$ cat src/rtl/mul_sequencer_pkg.sv
// Shared types for the iterative EX-stage multiplier.
// ALU control encodings and sequencer state encoding.
package mul_sequencer_pkg;

  localparam logic [2:0] ALU_AND = 3'b000;
  localparam logic [2:0] ALU_OR  = 3'b001;
  localparam logic [2:0] ALU_ADD = 3'b010;
  localparam logic [2:0] ALU_SUB = 3'b110;
  localparam logic [2:0] ALU_MUL = 3'b011;

  typedef enum logic [1:0] {
    IDLE = 2'd0,
    BUSY = 2'd1,
    DONE = 2'd2
  } mul_state_t;

endpackage

$ cat src/rtl/mul_step.sv
// One shift-add iteration: folds BITS_PER_CYCLE multiplier
// bits into the accumulator, modulo 2^WIDTH.
module mul_step
  import mul_sequencer_pkg::*;
#(
  parameter int WIDTH          = 32,
  parameter int BITS_PER_CYCLE = 1
) (
  input  logic [WIDTH-1:0]          acc,
  input  logic [WIDTH-1:0]          mcand,
  input  logic [BITS_PER_CYCLE-1:0] bits,
  output logic [WIDTH-1:0]          acc_next
);

  always_comb begin
    acc_next = acc;
    for (int b = 0; b < BITS_PER_CYCLE; b++) begin
      if (bits[b]) begin
        acc_next = acc_next + (mcand << b);
      end
    end
  end

endmodule

$ cat src/rtl/mul_sequencer.sv
// Multi-cycle shift-add multiplier controller beside the EX ALU.
// Stalls the pipeline while iterating, then pulses done_o once.
module mul_sequencer
  import mul_sequencer_pkg::*;
#(
  parameter int WIDTH          = 32,
  parameter int BITS_PER_CYCLE = 1
) (
  input  logic             clk_i,
  input  logic             rst_i,
  input  logic             start_i,
  input  logic [WIDTH-1:0] data1_i,
  input  logic [WIDTH-1:0] data2_i,
  input  logic             flush_i,
  output logic             stall_o,
  output logic             done_o,
  output logic [WIDTH-1:0] data_o
);

  localparam int N  = WIDTH / BITS_PER_CYCLE;
  localparam int CW = $clog2(N + 1);
  localparam logic [CW-1:0] LAST = CW'(N - 1);

  mul_state_t       state;
  logic [CW-1:0]    cnt;
  logic [WIDTH-1:0] acc;
  logic [WIDTH-1:0] mcand;
  logic [WIDTH-1:0] mplier;
  logic [WIDTH-1:0] acc_next;

  mul_step #(
    .WIDTH          (WIDTH),
    .BITS_PER_CYCLE (BITS_PER_CYCLE)
  ) u_step (
    .acc      (acc),
    .mcand    (mcand),
    .bits     (mplier[BITS_PER_CYCLE-1:0]),
    .acc_next (acc_next)
  );

  // Must rise in the start cycle so the multiply stays held in EX.
  assign stall_o = (state == IDLE && start_i && !flush_i)
                 || (state == BUSY);

  always_ff @(posedge clk_i) begin
    if (rst_i) begin
      state  <= IDLE;
      cnt    <= '0;
      acc    <= '0;
      mcand  <= '0;
      mplier <= '0;
      done_o <= 1'b0;
      data_o <= '0;
    end else if (flush_i) begin
      state  <= IDLE;
      cnt    <= '0;
      done_o <= 1'b0;
    end else begin
      unique case (state)
        IDLE: begin
          done_o <= 1'b0;
          if (start_i) begin
            mcand  <= data1_i;
            mplier <= data2_i;
            acc    <= '0;
            cnt    <= '0;
            state  <= BUSY;
          end
        end
        BUSY: begin
          acc    <= acc_next;
          mcand  <= mcand << BITS_PER_CYCLE;
          mplier <= mplier >> BITS_PER_CYCLE;
          cnt    <= cnt + 1'b1;
          if (cnt == LAST) begin
            state  <= DONE;
            data_o <= acc_next;
            done_o <= 1'b1;
          end
        end
        DONE: begin
          done_o <= 1'b0;
          state  <= IDLE;
        end
        default: begin
          done_o <= 1'b0;
          state  <= IDLE;
        end
      endcase
    end
  end

endmodule

$ cat config.mk
export PLATFORM = sky130hd
export DESIGN_NAME = mul_sequencer
export DESIGN_NICKNAME = d
export VERILOG_FILES = /design/src/rtl/mul_sequencer_pkg.sv /design/src/rtl/mul_step.sv /design/src/rtl/mul_sequencer.sv
export SDC_FILE = /design/constraint.sdc
export NUM_CORES = 1
export LEC_CHECK = 0
export ABC_CLOCK_PERIOD_IN_PS = 2410
export CELL_PAD_IN_SITES_DETAIL_PLACEMENT = 1
export CELL_PAD_IN_SITES_GLOBAL_PLACEMENT = 2
export CORE_MARGIN = 2
export CORE_UTILIZATION = 29
export CTS_CLUSTER_SIZE = 24
export DETAILED_ROUTE_END_ITERATION = 8
export GPL_ROUTABILITY_DRIVEN = 0
export PLACE_DENSITY_LB_ADDON = 0.2
export SLEW_MARGIN = 20
export SYNTH_ARGS = -nofsm -noshare
export SYNTH_HDL_FRONTEND = slang
export SYNTH_SLANG_ARGS = --single-unit
$ cat constraint.sdc
create_clock -name clk_i -period 2.41 [get_ports clk_i]
set_input_delay 0.241 -clock clk_i [delete_from_list [all_inputs] [get_ports clk_i]]
set_output_delay 0.241 -clock clk_i [all_outputs]
set_load 0.005 [all_outputs]
* Word level (Yosys, flattened, before mapping)
Cells that the tools add are included.
** Operators by class
- Add/subtract/negate cells :: 2
- Reductions and logical operators :: 12
- Bitwise operators :: 2
- Muxes and demuxes :: 12
- Equal/unequal tests :: 4
** Operators by type and width (number)
- $pmux W32 S2 :: 3
- $mux W32 :: 4
- $add A32 B32 Y32 :: 1
- $pmux W6 S2 :: 1
- $add A6 B1 Y6 const B :: 1
- $eq A6 B5 Y1 const B :: 1
- $mux W6 :: 1
- $reduce_and A3 Y1 :: 2
- $mux W2 :: 2
- $pmux W2 S2 :: 1
- $reduce_and A2 Y1 :: 2
- $reduce_or A3 Y1 :: 1
- $eq A2 B1 Y1 const B :: 1
- $logic_and A1 B1 Y1 :: 2
- $logic_not A2 Y1 :: 1
- $ne A2 B1 Y1 const B :: 1
- $ne A2 B2 Y1 const B :: 1
- $not A1 Y1 :: 2
- $reduce_bool A2 Y1 :: 1
- $reduce_or A2 Y1 :: 1
- $logic_not A1 Y1 :: 1
- $logic_or A1 B1 Y1 :: 1
** Storage, ports and cells
- Register bits :: 137
- Bits of input ports :: 68
- Word-level logic and storage cells :: 39

* Depth between registers and ports, before layout
Gate-level depths: netlist (run 1).
- Depth after elaboration :: 4
- Mapped depth :: 11
- Depth with buffers taken out :: 11

* Modules after synthesis
A second synthesis (run 1) with hierarchy kept.
** Second synthesis, totals
- Cells, all modules :: 997
- Area total of the unflattened synthesis :: 8047.7 µm²
** By module, submodules not included
- mul_sequencer :: cells an instance 676, sequential area each 2742.6 µm², instances 1, area an instance 5815.6 µm²
- mul_step :: cells an instance 321, sequential area each 0.0 µm², instances 1, area an instance 2232.1 µm²

* Worst setup path after synthesis (run 1)
Ideal clock, no wire load.
- Kind :: register to register
- From :: register acc[0]
- To :: register data_o[28]
- Data arrival time :: 2.465 ns
- Cell stages (with the launch flop) :: 12
- Path buffers :: 0
- Clock period less this slack :: 2.585 ns
- Required time :: 2.290 ns
- Slack :: -0.175 ns
- Cells stage by stage :: dfxtp_1 > ha_1 > fa_1 > a21o_1 > nand4_1 > a211o_1 > nand3_2 > a311o_1 > a21oi_2 > o41ai_2 > xnor2_1 > o31a_1
** On the way
- Longest elaborated chain between the ends :: 2
** RTL lines
- start, declared :: RTL line mul_sequencer.sv:26 : logic [WIDTH-1:0] acc;
- start signal, assigned :: RTL line mul_sequencer.sv:71 : acc <= acc_next;
- $add A32 B32 Y32 :: RTL line mul_step.sv:19 : acc_next = acc_next + (mcand << b);
- $mux W32 :: RTL line mul_step.sv:18 : if (bits[b]) begin
- end signal, assigned :: RTL line mul_sequencer.sv:77 : data_o <= acc_next;
- end, declared :: RTL line mul_sequencer.sv:17 : output logic [WIDTH-1:0] data_o
Every way passes these cells.
A chain may end at the register's enable or synchronous reset.

* Worst setup path after layout (run 1)
Same ends and word-level chain as after synthesis.

==> results.toml, run 1 <==
[synth]
synthArstFlopShare = 0
synth_warnings = 0
synthCells = 900
synthFlopType = "dfxtp_1"
ys_seq_area_frac = 0.3840
synth_edf_count = 0
synth_fp_nets = 1001
synth_cell_types = 62
synth.top_cell.area_share = 0.3840
syn_area_sq_um = 7143
synth-seq-cells = 137
ys_top_cells_by_count = "nand2_1, dfxtp_1, nor2_1"
postSynthAreaPerCell_sq_um = 7.937
yosysMostFrequentCell = "nand2_1"
yosys-top-cells-area = "dfxtp_1, nand2_1, a311oi_1, nor2_1, ha_1"
yosys.area.top_type = "dfxtp_1"

[finish]
antenna_cells = 0
area_growth_pct = 49.29
final_layout_size_suffix_gt1_frac = 0.2572
fin_nets = 1204

[min_path]
holdCritPathClass = "in2reg"
worstHoldStart = "rst_i"

[routing]
vias_per_cell = 5.126
first_pass_iters = 4
drt_iter0_drc = 373
ant_nets = 0
drt-total-wl_um = 24960
via_count = 7382
routedWlPerCell_um = 17.33
drc_errors = 0

[timing]
hold_viol_final = 0
clock_skew_ps = 9.494
fmax_ghz = 0.3877
fin_tns_setup_ps = -1133
tightest_slew_ps = 978.8
fin_crit_sh = 1.070
period_needed_ps = 2579
slew_headroom = 0.3475
drv_slew = 0
worst_slack_ps = -169.4
rsz0062_at_grt = "yes"
finalSetupViolations = 15

[critical_path]
max_stage_delay_ps = 340
rr_startpoint = "acc[0]"
criticalPathCategory = "reg2reg"
crit_family = "compound AO/OA/AOI/OAI gates"
critPathMaxFanout = 3
start_kind = "flop"
crit_buf_inv = 0
critPathRequiredTime_ps = 2730
cp_slowest_cell = "dfxtp_2"
worstPathCellList = "ha_4 -> fa_2 -> a21o_1 -> nand4_1 -> a211o_1 -> nand3_2 -> a311o_1 -> a21oi_4 -> o41ai_2 -> xnor2_1 -> o31a_1"
crit_start = "acc[0]"
worstSetupEndpointType = "flop"
crit_arrival_ps = 2900

[floorplan]
row_count = 57
coreArea_sq_um = 24250
die_w_um = 160.9
dieArea_sq_um = 25900
io_pins = 102
start_util = 0.2946
die_h_um = 160.9

[global_routing]
grt_pass1_wl_um = 40250
grt_pass1_vias = 7659
grt_overflow_total = 0
antenna_found_initial = 0
track_usage = 0.1932
grt_max_degree = 88

[power]
total_power_mw = 5.812
power.leakage_nw = 4.287
peakVddDrop_mv = 0.3342
p_per_area_nw_per_um2 = 545.0

[clock_tree]
clkTransAtPathRegs_ps = 60
cts_hold_buffers = 0
h-tree-depth = 4
cts_tree = "yes"
ctsRootBufferMaster = "clkbuf_16"
clk_latency_ps = 430
cts.sinks = 137
clk_path_buf_depth = 2
cts-buffers-inserted = 17

[placement]
port_buffers = 101
place_hpwl_um = 16760

[flow_run]
cap_violations = 0

[status]
violations = "negative setup slack"
outcome = "finished, violations left"
[power by group]
group	total (mW)	switching, mW	internal (mW)
Combinational	0.824	0.433	0.391
Clock	2.57	1.13	1.44
Sequential	2.42	0.0657	2.35
Total	5.81	1.63	4.19
[layout by cell type, fill, tap and decap left out, types with 3 or more instances in the layout]
master and instances:
o21ai_0 26, a22o_1 17, clkinvlp_4 3, nand3_1 12
a21oi_2 13, nor2_1 114, dfxtp_1 123, a211oi_2 4
or3_1 3, clkdlybuf4s50_1 100, a211oi_1 12, clkbuf_16 17
inv_1 8, xnor2_2 4, xor2_1 10, nand4_1 3
a21o_1 22, buf_6 9, o21ai_1 8, nand2_1 174
buf_4 135, o21ai_2 3, nand2b_1 3, a21oi_1 55
nand2_2 3, nor2_2 3, ha_4 14, a21oi_4 6
mux2i_1 11, nor3_2 3, dfxtp_2 13, a31oi_1 4
and2_1 3, xnor2_1 12, ha_1 16, a311oi_1 63
inv_6 6
[cell families after synthesis]
kind of cell               count (synthesis)  share of synthesized area
and+or+nand+nor                          346                     0.1995
AOI/OAI and AO/OA                        268                     0.2615
DFF                                      137                     0.3840
buffers and inverters                     73                    0.04064
adders and majority gates                 33                    0.05885
xor gates and xnor gates                  29                    0.03556
muxes                                     14                    0.01997
[metal layers]
metal	routed length [um]	vias to the layer above	track usage
met1	11990	3598	0.2544
met3	728	29	0.02763
met2	11870	125	0.3307
li1	-	3630	-
met5	0	-	0
met4	373	0	0.05317
[through the flow]
stage	std cells	cell area [sq um]	hold slack, ps	utilization	worst slack, ps
final	1440	10660	220.0	0.4398	-169.4
after global routing	1440	10660	244.5	0.4398	-271.8
after CTS	1432	10300	211.8	0.4247	-141.5
after detailed placement	1387	9306	465.2	0.3838	-283.4
after global placement	1387	9306	465.1	0.3838	-300.9
after floorplan	900	7161	366.7	-	-18.70
[flip-flops by register name (all words and copies together), names as in the netlist]
register,cells
acc,32
cnt,6
data_o,32
done_o,1
mcand,32
mplier,32
state,2
[worst register-to-register path, cell delays in order (launching register included)]
cell	delay, ps
dfxtp_2	340
ha_4	160
fa_2	330
a21o_1	180
nand4_1	120
a211o_1	190
nand3_2	90
a311o_1	320
a21oi_4	210
o41ai_2	90
xnor2_1	150
o31a_1	290
[cell type report]
class / instances / area (sq um)
inverters: 10 / 37.54
fillers: 2865 / 13580
clock buffers: 18 / 429.2
clock inverters: 14 / 135.1
multi-input cells: 690 / 4733
repair buffers: 247 / 2161
flip-flops and latches: 137 / 2763
well taps: 324 / 405.4
[timing repair]
action                     in CTS  in global routing
buffers inserted               13                  8
pin swaps                      36                 30
setup endpoints to repair      38                 37
gates resized for setup        67                 66
[path summary, 6_finish.rpt]
path,endpoint,slack (ps),cells past startpoint
hold / removal,acc[31],220,4
setup / recovery,data_o[28],-170,11
hold reg to reg,acc[30],470,2
setup reg to reg,data_o[28],-170,11
Note: power is estimated with default switching activity, not from simulation.
==> run 2, diff against run 1 <==
Settings changed: CAP_MARGIN set to 10, CTS_CLUSTER_DIAMETER set to 200.
==> results of run 2 <==
No change in the layout: final DEF, timing and power equal those of run 1.
==> run 3, diff against run 2 <==
Settings changed: CAP_MARGIN 10 to 0.
==> results of run 3 <==
No change in the layout: final DEF, timing and power equal those of run 1.
